## config.mk

```make
export PLATFORM = sky130hd
export DESIGN_NAME = add_round_key_stage
export DESIGN_NICKNAME = d
export VERILOG_FILES = /design/src/rtl/add_round_key_stage.sv
export SDC_FILE = /design/constraint.sdc
export NUM_CORES = 1
export LEC_CHECK = 0
export ABC_CLOCK_PERIOD_IN_PS = 10850
export CAP_MARGIN = 20
export CORE_MARGIN = 8
export CORE_UTILIZATION = 30
export CTS_CLUSTER_SIZE = 8
export DETAILED_ROUTE_END_ITERATION = 7
export HOLD_SLACK_MARGIN = 0.05
export SYNTH_ARGS = -nofsm -noshare
export SYNTH_HDL_FRONTEND = slang
export SYNTH_SLANG_ARGS = --single-unit
```

## constraint.sdc

```tcl
create_clock -name clk -period 10.85 [get_ports clk]
set_input_delay 2.17 -clock clk [delete_from_list [all_inputs] [get_ports clk]]
set_output_delay 2.17 -clock clk [all_outputs]
set_load 0.005 [all_outputs]
```

## src/rtl/add_round_key_stage.sv

```systemverilog
// AES AddRoundKey stage: XORs the state with the round key into a 2-entry skid FIFO.
// Optional macro ARK_ROUND_CHECK_EN drops out-of-range round beats and raises sticky err.
module add_round_key_stage #(
    parameter int NR = 10
) (
    input  logic         clk,
    input  logic         rst,
    input  logic         in_valid,
    output logic         in_ready,
    input  logic [127:0] in_data,
    input  logic [3:0]   in_round,
    input  logic [127:0] key_data,
    output logic         out_valid,
    input  logic         out_ready,
    output logic [127:0] out_data,
    output logic [3:0]   out_round,
    output logic         out_last
`ifdef ARK_ROUND_CHECK_EN
    ,
    output logic         err
`endif
);

    localparam logic [3:0] NR_RND = 4'(NR);

    logic [1:0]   count_q, count_d;
    logic [127:0] head_data_q, head_data_d, tail_data_q, tail_data_d;
    logic [3:0]   head_round_q, head_round_d, tail_round_q, tail_round_d;
    logic         head_last_q, head_last_d, tail_last_q, tail_last_d;

    logic         push, pop, store;
    logic [127:0] new_data;
    logic         new_last;

    assign in_ready  = (count_q != 2'd2);
    assign out_valid = (count_q != 2'd0);
    assign out_data  = head_data_q;
    assign out_round = head_round_q;
    assign out_last  = head_last_q;

    assign push     = in_valid && in_ready;
    assign pop      = out_valid && out_ready;
    assign new_data = in_data ^ key_data;
    assign new_last = (in_round == NR_RND);

`ifdef ARK_ROUND_CHECK_EN
    logic err_q, err_d, bad_round;
    assign bad_round = (in_round == 4'd0) || (in_round > NR_RND);
    // Out-of-range beats still complete the handshake; they are just not stored.
    assign store = push && !bad_round;
    assign err_d = err_q || (push && bad_round);
    assign err   = err_q;
`else
    assign store = push;
`endif

    always_comb begin
        count_d      = count_q;
        head_data_d  = head_data_q;
        head_round_d = head_round_q;
        head_last_d  = head_last_q;
        tail_data_d  = tail_data_q;
        tail_round_d = tail_round_q;
        tail_last_d  = tail_last_q;
        if (pop) begin
            head_data_d  = tail_data_q;
            head_round_d = tail_round_q;
            head_last_d  = tail_last_q;
        end
        if (store) begin
            // After a pop at count 1 the head slot is free again, so the new beat lands there.
            if (count_q == 2'd0 || (pop && count_q == 2'd1)) begin
                head_data_d  = new_data;
                head_round_d = in_round;
                head_last_d  = new_last;
            end else begin
                tail_data_d  = new_data;
                tail_round_d = in_round;
                tail_last_d  = new_last;
            end
        end
        if (store && !pop) begin
            count_d = count_q + 2'd1;
        end else if (!store && pop) begin
            count_d = count_q - 2'd1;
        end
    end

    always_ff @(posedge clk or posedge rst) begin
        if (rst) begin
            count_q      <= 2'd0;
            head_data_q  <= '0;
            head_round_q <= '0;
            head_last_q  <= 1'b0;
            tail_data_q  <= '0;
            tail_round_q <= '0;
            tail_last_q  <= 1'b0;
        end else begin
            count_q      <= count_d;
            head_data_q  <= head_data_d;
            head_round_q <= head_round_d;
            head_last_q  <= head_last_d;
            tail_data_q  <= tail_data_d;
            tail_round_q <= tail_round_d;
            tail_last_q  <= tail_last_d;
        end
    end

`ifdef ARK_ROUND_CHECK_EN
    always_ff @(posedge clk or posedge rst) begin
        if (rst) begin
            err_q <= 1'b0;
        end else begin
            err_q <= err_d;
        end
    end
`endif

endmodule

```

==> flow_summary.rst, run 1 <==
.. list-table::
   :header-rows: 1

   * - Metric
     - Value
   * - Seq/Total Area, Yosys
     - 0.530
   * - FMAX
     - 208 MHz
   * - Max-cap violations
     - 0
   * - Mean post-synth cell area
     - 12.7 sq um
   * - Transition at the pin with the smallest max-transition slack
     - 1.29 ns
   * - Final cell utilization of the core
     - 0.431
   * - Post-route clock period utilization
     - 0.444
   * - Share of power burned in combinational logic
     - 0.437
   * - Number of clock sinks
     - 268
   * - Arrival time worst endpoint
     - 5.20 ns
   * - Cell taking the most area after synthesis
     - sky130_fd_sc_hd__dfrtp_1
   * - Routability congestion estimate from global placement
     - 0.811
   * - Overall die area
     - 49000 sq um
   * - Proportion of power drawn by the clock network
     - 0.211
   * - Quantity of hold-fixing buffers added after cts
     - 0
   * - Die width
     - 221 um
   * - Reg2Reg Setup Slack
     - 7.41 ns
   * - Worst clock skew
     - 0.00987 ns
   * - Post-DR wirelength/cell
     - 19.0 um
   * - Htree depth
     - 2
   * - Setup slack after placement
     - 5.52 ns
   * - Share of power burned in registers
     - 0.352
   * - Switching power as a share of total power
     - 0.333
   * - Simple-Gate Fraction of Synth Area
     - 0.00287
   * - Capturing point of the worst reg2reg path
     - out_data[120]$_DFF_PP0_
   * - Number of instances in the synthesized netlist
     - 1000
   * - Net Count, Synth
     - 1267
   * - Worst endpoint required time
     - 11.24 ns
   * - Yosys warns
     - 0
   * - Die height
     - 221 um
   * - Number of setup buffers added after CTS
     - 0
   * - Post_cts resized
     - 0
   * - Combinational family with the most area after synthesis
     - multiplexers
   * - Logic depth of the worst register-to-register path
     - 8
   * - Overall via count from detail_route
     - 9243
   * - Count of buffering cells on the critical path with inverters included
     - 4
   * - Global-route usage over all layers
     - 0.144
   * - Fin Setup TNS
     - 0 ns
   * - Beginning of the worst hold path
     - tail_data_q[118]$_DFFE_PP0P_
   * - TritonRoute pass-1 iters
     - 5
   * - Max IR drop VDD
     - 292 uV
   * - Fraction of synthesized cell area taken by the top area cell type
     - 0.530
   * - Status
     - completed
   * - Pin count of the biggest net entering global routing
     - 212
   * - Area of the core
     - 41900 sq um
   * - Crit-path leading delay family
     - buffers and inverters
   * - XOR/XNOR share of the synthesized area
     - 0.0899
   * - CP max-delay cell
     - sky130_fd_sc_hd__buf_4
   * - Layout cell share with drive strength beyond 1
     - 0.100
   * - Fin crit period
     - 4.81 ns
   * - Later-pin clock latency in the skew report
     - 0.51 ns
   * - First-iteration detailed-routing DRC count
     - 541
   * - CP endpoint kind
     - flop
   * - Endpoint of the worst hold path
     - tail_data_q[118]$_DFFE_PP0P_
   * - HPWL after detailed placement
     - 24.5 mm
   * - Max Buffers Root-to-Sink
     - 3
   * - Number of diodes
     - 0
   * - Io pins
     - 399
   * - Clock slew at the register clock pins of the worst setup and hold paths
     - 0.05 ns
   * - Total leakage power
     - 0.00728 uW
   * - Worst reg2reg startpoint
     - count_q[0]$_DFFE_PP0P_
   * - Kind of path behind the tightest hold check
     - flop to flop
   * - Synthesis-stage register bit count
     - 268
   * - Final-layout worst hold slack
     - 0.497 ns
   * - TritonCTS clock tree
     - built
   * - Via count of the first global-routing pass
     - 9876
   * - Number of enable flip-flop cells after synthesis
     - 0
   * - Cts bufs inserted
     - 39
   * - Setup-violating endpoint count in the final report
     - 0
   * - Antenna violations before repair
     - 0
   * - Compound-cell area share of the yosys netlist
     - 0.0953
   * - Most used flip-flop cell after synthesis
     - sky130_fd_sc_hd__dfrtp_1
   * - FFs w/ async S/R, synth
     - 1.00
   * - Power per Cell Area
     - 280 nW/um^2
   * - Residual overflow from global routing
     - 0
   * - Critical setup path kind
     - input port to flop
   * - Longest individual stage delay on the worst path
     - 0.73 ns
   * - Dominant cell type by count on the critical path
     - sky130_fd_sc_hd__buf_4
   * - Cell with the most instances after synthesis
     - sky130_fd_sc_hd__dfrtp_1
   * - IO Port Bufs
     - 398
   * - Final ANT Viol Nets
     - 0
   * - Mux share of post-synthesis cell area
     - 0.240
   * - Top area cells in the synthesized netlist
     - sky130_fd_sc_hd__dfrtp_1 53%, sky130_fd_sc_hd__mux2i_1 17%, sky130_fd_sc_hd__xnor2_1 7.3%
   * - Synthesized cell area
     - 12700 sq um
   * - Starting density of the core
     - 0.303
   * - Hold Path Stages
     - 1
   * - Adder and majority gate portion of the synthesized area
     - 0.00375
   * - Total Nets Final
     - 1637
   * - List of most frequent post-synthesis cells
     - 268 x sky130_fd_sc_hd__dfrtp_1, 213 x sky130_fd_sc_hd__mux2i_1, 106 x sky130_fd_sc_hd__a21oi_1, 106 x sky130_fd_sc_hd__xnor2_1, 105 x sky130_fd_sc_hd__a31oi_1
   * - Final routed DRC violation total
     - 0
   * - Distinct cell type count of the synthesized netlist
     - 23
   * - CTS root buffer
     - sky130_fd_sc_hd__clkbuf_16
   * - Pwr Total
     - 5050 uW
   * - Worst Slack Setup Final
     - 6.04 ns
   * - P_int
     - 3370 uW
   * - First-pass GRT wire length
     - 57.4 mm
   * - Max-slew violation count
     - 0
   * - Type of element launching the critical path
     - input port
   * - Unrepaired setup endpoints after global routing
     - no
   * - Area added between synthesis and finish
     - 42.4%
   * - Net switching power
     - 1680 uW
   * - Cell-by-cell listing of the critical path
     - clkdlybuf4s50_1, nor2b_4, buf_4, nor2b_4, buf_4, buf_4, mux2_2
   * - Row count
     - 75
   * - Vias per inst
     - 4.83
   * - Crit-path max FO
     - 52
   * - Tightest slew margin relative to the limit
     - 0.141
   * - Final routed wirelength across all metal layers
     - 36.4 mm
   * - Final count of hold timing violations
     - 0
==> routing by layer <==
metal / track usage / vias to the layer above / wire length [um]
met5: 0 / - / 0
li1: - / 4337 / -
met1: 0.179 / 4506 / 15600
met2: 0.237 / 347 / 17200
met4: 0.0417 / 0 / 831
met3: 0.0481 / 53 / 2720
==> final cells by class <==
type / count / area [sq um]
flip-flops and latches: 268 / 6710
repair buffers: 408 / 4080
clock buffers: 45 / 1040
inverters: 6 / 30.0
multi-input cells: 647 / 5500
fillers: 3991 / 23800
well taps: 539 / 674
==> logic make-up (layout without fill, tap and decap cells) <==
| logic type | after synthesis | after routing |
|---|---|---|
| adders and majority gates | 4 | 4 |
| AOI/OAI and AO/OA | 214 | 214 |
| and+or+nand+nor | 5 | 5 |
| muxes | 294 | 294 |
| xor gates and xnor gates | 130 | 130 |
| buffers and inverters | 85 | 459 |
| DFF | 268 | 268 |
==> registers in the layout, indices dropped and copies added, names as in the netlist <==
| name | cells |
|---|---|
| count_q | 2 |
| out_round | 4 |
| tail_last_q | 1 |
| tail_data_q | 128 |
| out_last | 1 |
| tail_round_q | 4 |
| out_data | 128 |
==> power groups by stage <==
stage | Clock (uW) | Sequential, uW | Combinational, uW
3_5_place_dp | 0 | 1790 | 2230
6_report | 1070 | 1770 | 2200
4_1_cts | 1120 | 1780 | 2250
5_1_grt | 1150 | 1840 | 2410
2_1_floorplan | 0 | 1770 | 1290
3_3_place_gp | 0 | 1770 | 2200
==> placed cells by master (no fill, tap or decap) <==
master / n
sky130_fd_sc_hd__xnor2_1: 106
sky130_fd_sc_hd__clkbuf_1: 4
sky130_fd_sc_hd__clkdlybuf4s50_1: 398
sky130_fd_sc_hd__nand2_2: 1
sky130_fd_sc_hd__xor2_1: 24
sky130_fd_sc_hd__maj3_1: 1
sky130_fd_sc_hd__inv_1: 5
sky130_fd_sc_hd__nor2b_4: 2
sky130_fd_sc_hd__o22ai_1: 1
sky130_fd_sc_hd__a31oi_1: 105
sky130_fd_sc_hd__mux2_2: 81
sky130_fd_sc_hd__a21oi_1: 106
sky130_fd_sc_hd__clkbuf_16: 41
sky130_fd_sc_hd__nand2b_4: 1
sky130_fd_sc_hd__dfrtp_1: 268
sky130_fd_sc_hd__mux2i_1: 213
sky130_fd_sc_hd__a21oi_4: 1
sky130_fd_sc_hd__buf_12: 2
sky130_fd_sc_hd__ha_1: 3
sky130_fd_sc_hd__or4bb_1: 1
sky130_fd_sc_hd__inv_8: 1
sky130_fd_sc_hd__o21ai_0: 1
sky130_fd_sc_hd__buf_4: 8
==> worst max path at each step <==
stage / start / depth (start not counted) / endpoint
final: in_valid / 7 / out_data[120]$_DFF_PP0_
after global routing: in_valid / 7 / out_data[121]$_DFF_PP0_
after CTS: in_valid / 7 / out_data[120]$_DFF_PP0_
after detailed placement: in_valid / 7 / out_data[120]$_DFF_PP0_
after global placement: in_valid / 7 / out_data[120]$_DFF_PP0_
after floorplan: rst / 1 / count_q[0]$_DFFE_PP0P_
==> stage by stage <==
stage	cells	area [sq um]
2_1_floorplan	1000	12700
3_3_place_gp	1868	17000
3_5_place_dp	1868	17000
4_1_cts	1913	18000
5_1_grt	1913	18000
6_report	1913	18000
(Power assumes the default switching activity.)
==> run 2, diff against run 1 <==
ABC_CLOCK_PERIOD_IN_PS = 4700   (was 10850)
clock period = 4.7 ns   (was 10.85 ns; I/O delays follow)
==> flow_summary.rst, run 2 (synthesized netlist as in run 1, its figures left out) <==
.. list-table::
   :header-rows: 1

   * - Metric
     - Value
   * - TritonRoute pass-1 iters
     - 5
   * - Number of diodes
     - 0
   * - Area added between synthesis and finish
     - 43.2%
   * - Routability congestion estimate from global placement
     - 0.807
   * - Kind of path behind the tightest hold check
     - flop to flop
   * - Final ANT Viol Nets
     - 0
   * - Tightest slew margin relative to the limit
     - 0.251
   * - IO Port Bufs
     - 398
   * - Type of element launching the critical path
     - flop
   * - Residual overflow from global routing
     - 0
   * - TritonCTS clock tree
     - built
   * - Critical setup path kind
     - flop to output pin
   * - First-pass GRT wire length
     - 57.3 mm
   * - Antenna violations before repair
     - 0
   * - Clock slew at the register clock pins of the worst setup and hold paths
     - 0.05 ns
   * - Final count of hold timing violations
     - 0
   * - Worst Slack Setup Final
     - 1.90 ns
   * - Max IR drop VDD
     - 456 uV
   * - Area of the core
     - 41900 sq um
   * - Post-route clock period utilization
     - 0.596
   * - Post-DR wirelength/cell
     - 18.9 um
   * - Transition at the pin with the smallest max-transition slack
     - 1.12 ns
   * - Row count
     - 75
   * - Top library cells by usage in the layout, fill and taps aside
     - 398 x sky130_fd_sc_hd__clkdlybuf4s50_1, 268 x sky130_fd_sc_hd__dfrtp_1, 213 x sky130_fd_sc_hd__mux2i_1
   * - Cts bufs inserted
     - 39
   * - Max-slew violation count
     - 0
   * - CP endpoint kind
     - output pin
   * - CTS root buffer
     - sky130_fd_sc_hd__clkbuf_16
   * - Overall die area
     - 49000 sq um
   * - Max-cap violations
     - 0
   * - Fin crit period
     - 2.80 ns
   * - Final routed DRC violation total
     - 0
   * - Cell total after placement
     - 1869
   * - Fill cell total of the finished layout
     - 3933
   * - Starting density of the core
     - 0.303
   * - Number of clock sinks
     - 268
   * - Global-route usage over all layers
     - 0.144
   * - Overall via count from detail_route
     - 9214
   * - Pin count of the biggest net entering global routing
     - 215
   * - First-iteration detailed-routing DRC count
     - 509
   * - Worst clock skew
     - 0.0110 ns
   * - Worst endpoint required time
     - 3.76 ns
   * - HPWL after detailed placement
     - 24.6 mm
   * - Layout cell share with drive strength beyond 1
     - 0.103
   * - Via count of the first global-routing pass
     - 9985
   * - Status
     - completed
   * - Total leakage power
     - 0.00732 uW
   * - Later-pin clock latency in the skew report
     - 0.53 ns
   * - Die width
     - 221 um
   * - Non-filler cells, final
     - 1913
   * - Quantity of hold-fixing buffers added after cts
     - 0
   * - Post_cts resized
     - 0
   * - Fin Setup TNS
     - 0 ns
   * - Final routed wirelength across all metal layers
     - 36.2 mm
   * - Htree depth
     - 2
   * - Unrepaired setup endpoints after global routing
     - no
   * - Number of setup buffers added after CTS
     - 0
   * - Setup-violating endpoint count in the final report
     - 0
   * - Power per Cell Area
     - 645 nW/um^2
   * - FMAX
     - 357 MHz
   * - Total Nets Final
     - 1639
   * - Most common library cell in the layout ignoring fill and taps
     - sky130_fd_sc_hd__clkdlybuf4s50_1
   * - Max Buffers Root-to-Sink
     - 3
   * - Arrival time worst endpoint
     - 1.86 ns
   * - Setup slack after placement
     - 1.42 ns
   * - Vias per inst
     - 4.82
   * - Crit-path max FO
     - 3
   * - Io pins
     - 399
   * - Die height
     - 221 um
-- run 2: worst paths after layout --
path / startpoint / endpoint / slack (ns) / cells past startpoint
worst max register to register: count_q[1]$_DFFE_PP0P_ / out_data[10]$_DFF_PP0_ / 2.22 / 7
worst min register to register: tail_data_q[125]$_DFFE_PP0P_ / tail_data_q[125]$_DFFE_PP0P_ / 0.50 / 1
min in group asynchronous: rst / out_data[90]$_DFF_PP0_ / 0.89 / 2
worst min-delay path: tail_data_q[125]$_DFFE_PP0P_ / tail_data_q[125]$_DFFE_PP0P_ / 0.50 / 1
worst max-delay path: count_q[0]$_DFFE_PP0P_ / out_valid / 1.90 / 4
max in group asynchronous: rst / tail_data_q[25]$_DFFE_PP0P_ / 2.81 / 3
-- run 2: metal layers --
metal	up-vias	GRT usage	wire, um
li1	4324	-	-
met1	4527	0.173	15100
met2	318	0.244	17700
met3	45	0.0463	2550
met4	0	0.0466	774
met5	-	0	0
-- run 2: per-stage QoR --
stage / cell area, sq um / utilization / hold slack (ns) / power (uW)
2_1_floorplan: 12700 / - / 0.473 / 7060
3_3_place_gp: 17100 / 0.408 / 0.483 / 9170
3_5_place_dp: 17100 / 0.408 / 0.492 / 9330
4_1_cts: 18100 / 0.433 / 0.503 / 11900
5_1_grt: 18100 / 0.433 / 0.508 / 12500
6_report: 18100 / 0.433 / 0.497 / 11700
-- run 2: where the power goes --
group / leakage [uW] / internal, uW / switching [uW]
Clock: 0.000510 / 1520 / 952
Sequential: 0.00302 / 3510 / 596
Combinational: 0.00378 / 2770 / 2350
-- run 2: worst max-delay path, cell delays in order, from the launching register on --
cell	delay, ns
sky130_fd_sc_hd__dfrtp_1	0.39
sky130_fd_sc_hd__inv_1	0.08
sky130_fd_sc_hd__ha_1	0.28
sky130_fd_sc_hd__inv_1	0.08
sky130_fd_sc_hd__clkdlybuf4s50_1	0.50
-- run 2: cell type report --
class,instances,area (sq um),area share
clock buffer,42,1030,0.0568
clock inverter,1,5.00,0.000276
inverter,6,26.3,0.00145
multi-input combinational,647,5500,0.304
tap,539,674,0.0372
timing repair buffer,410,4190,0.231
sequential,268,6710,0.370
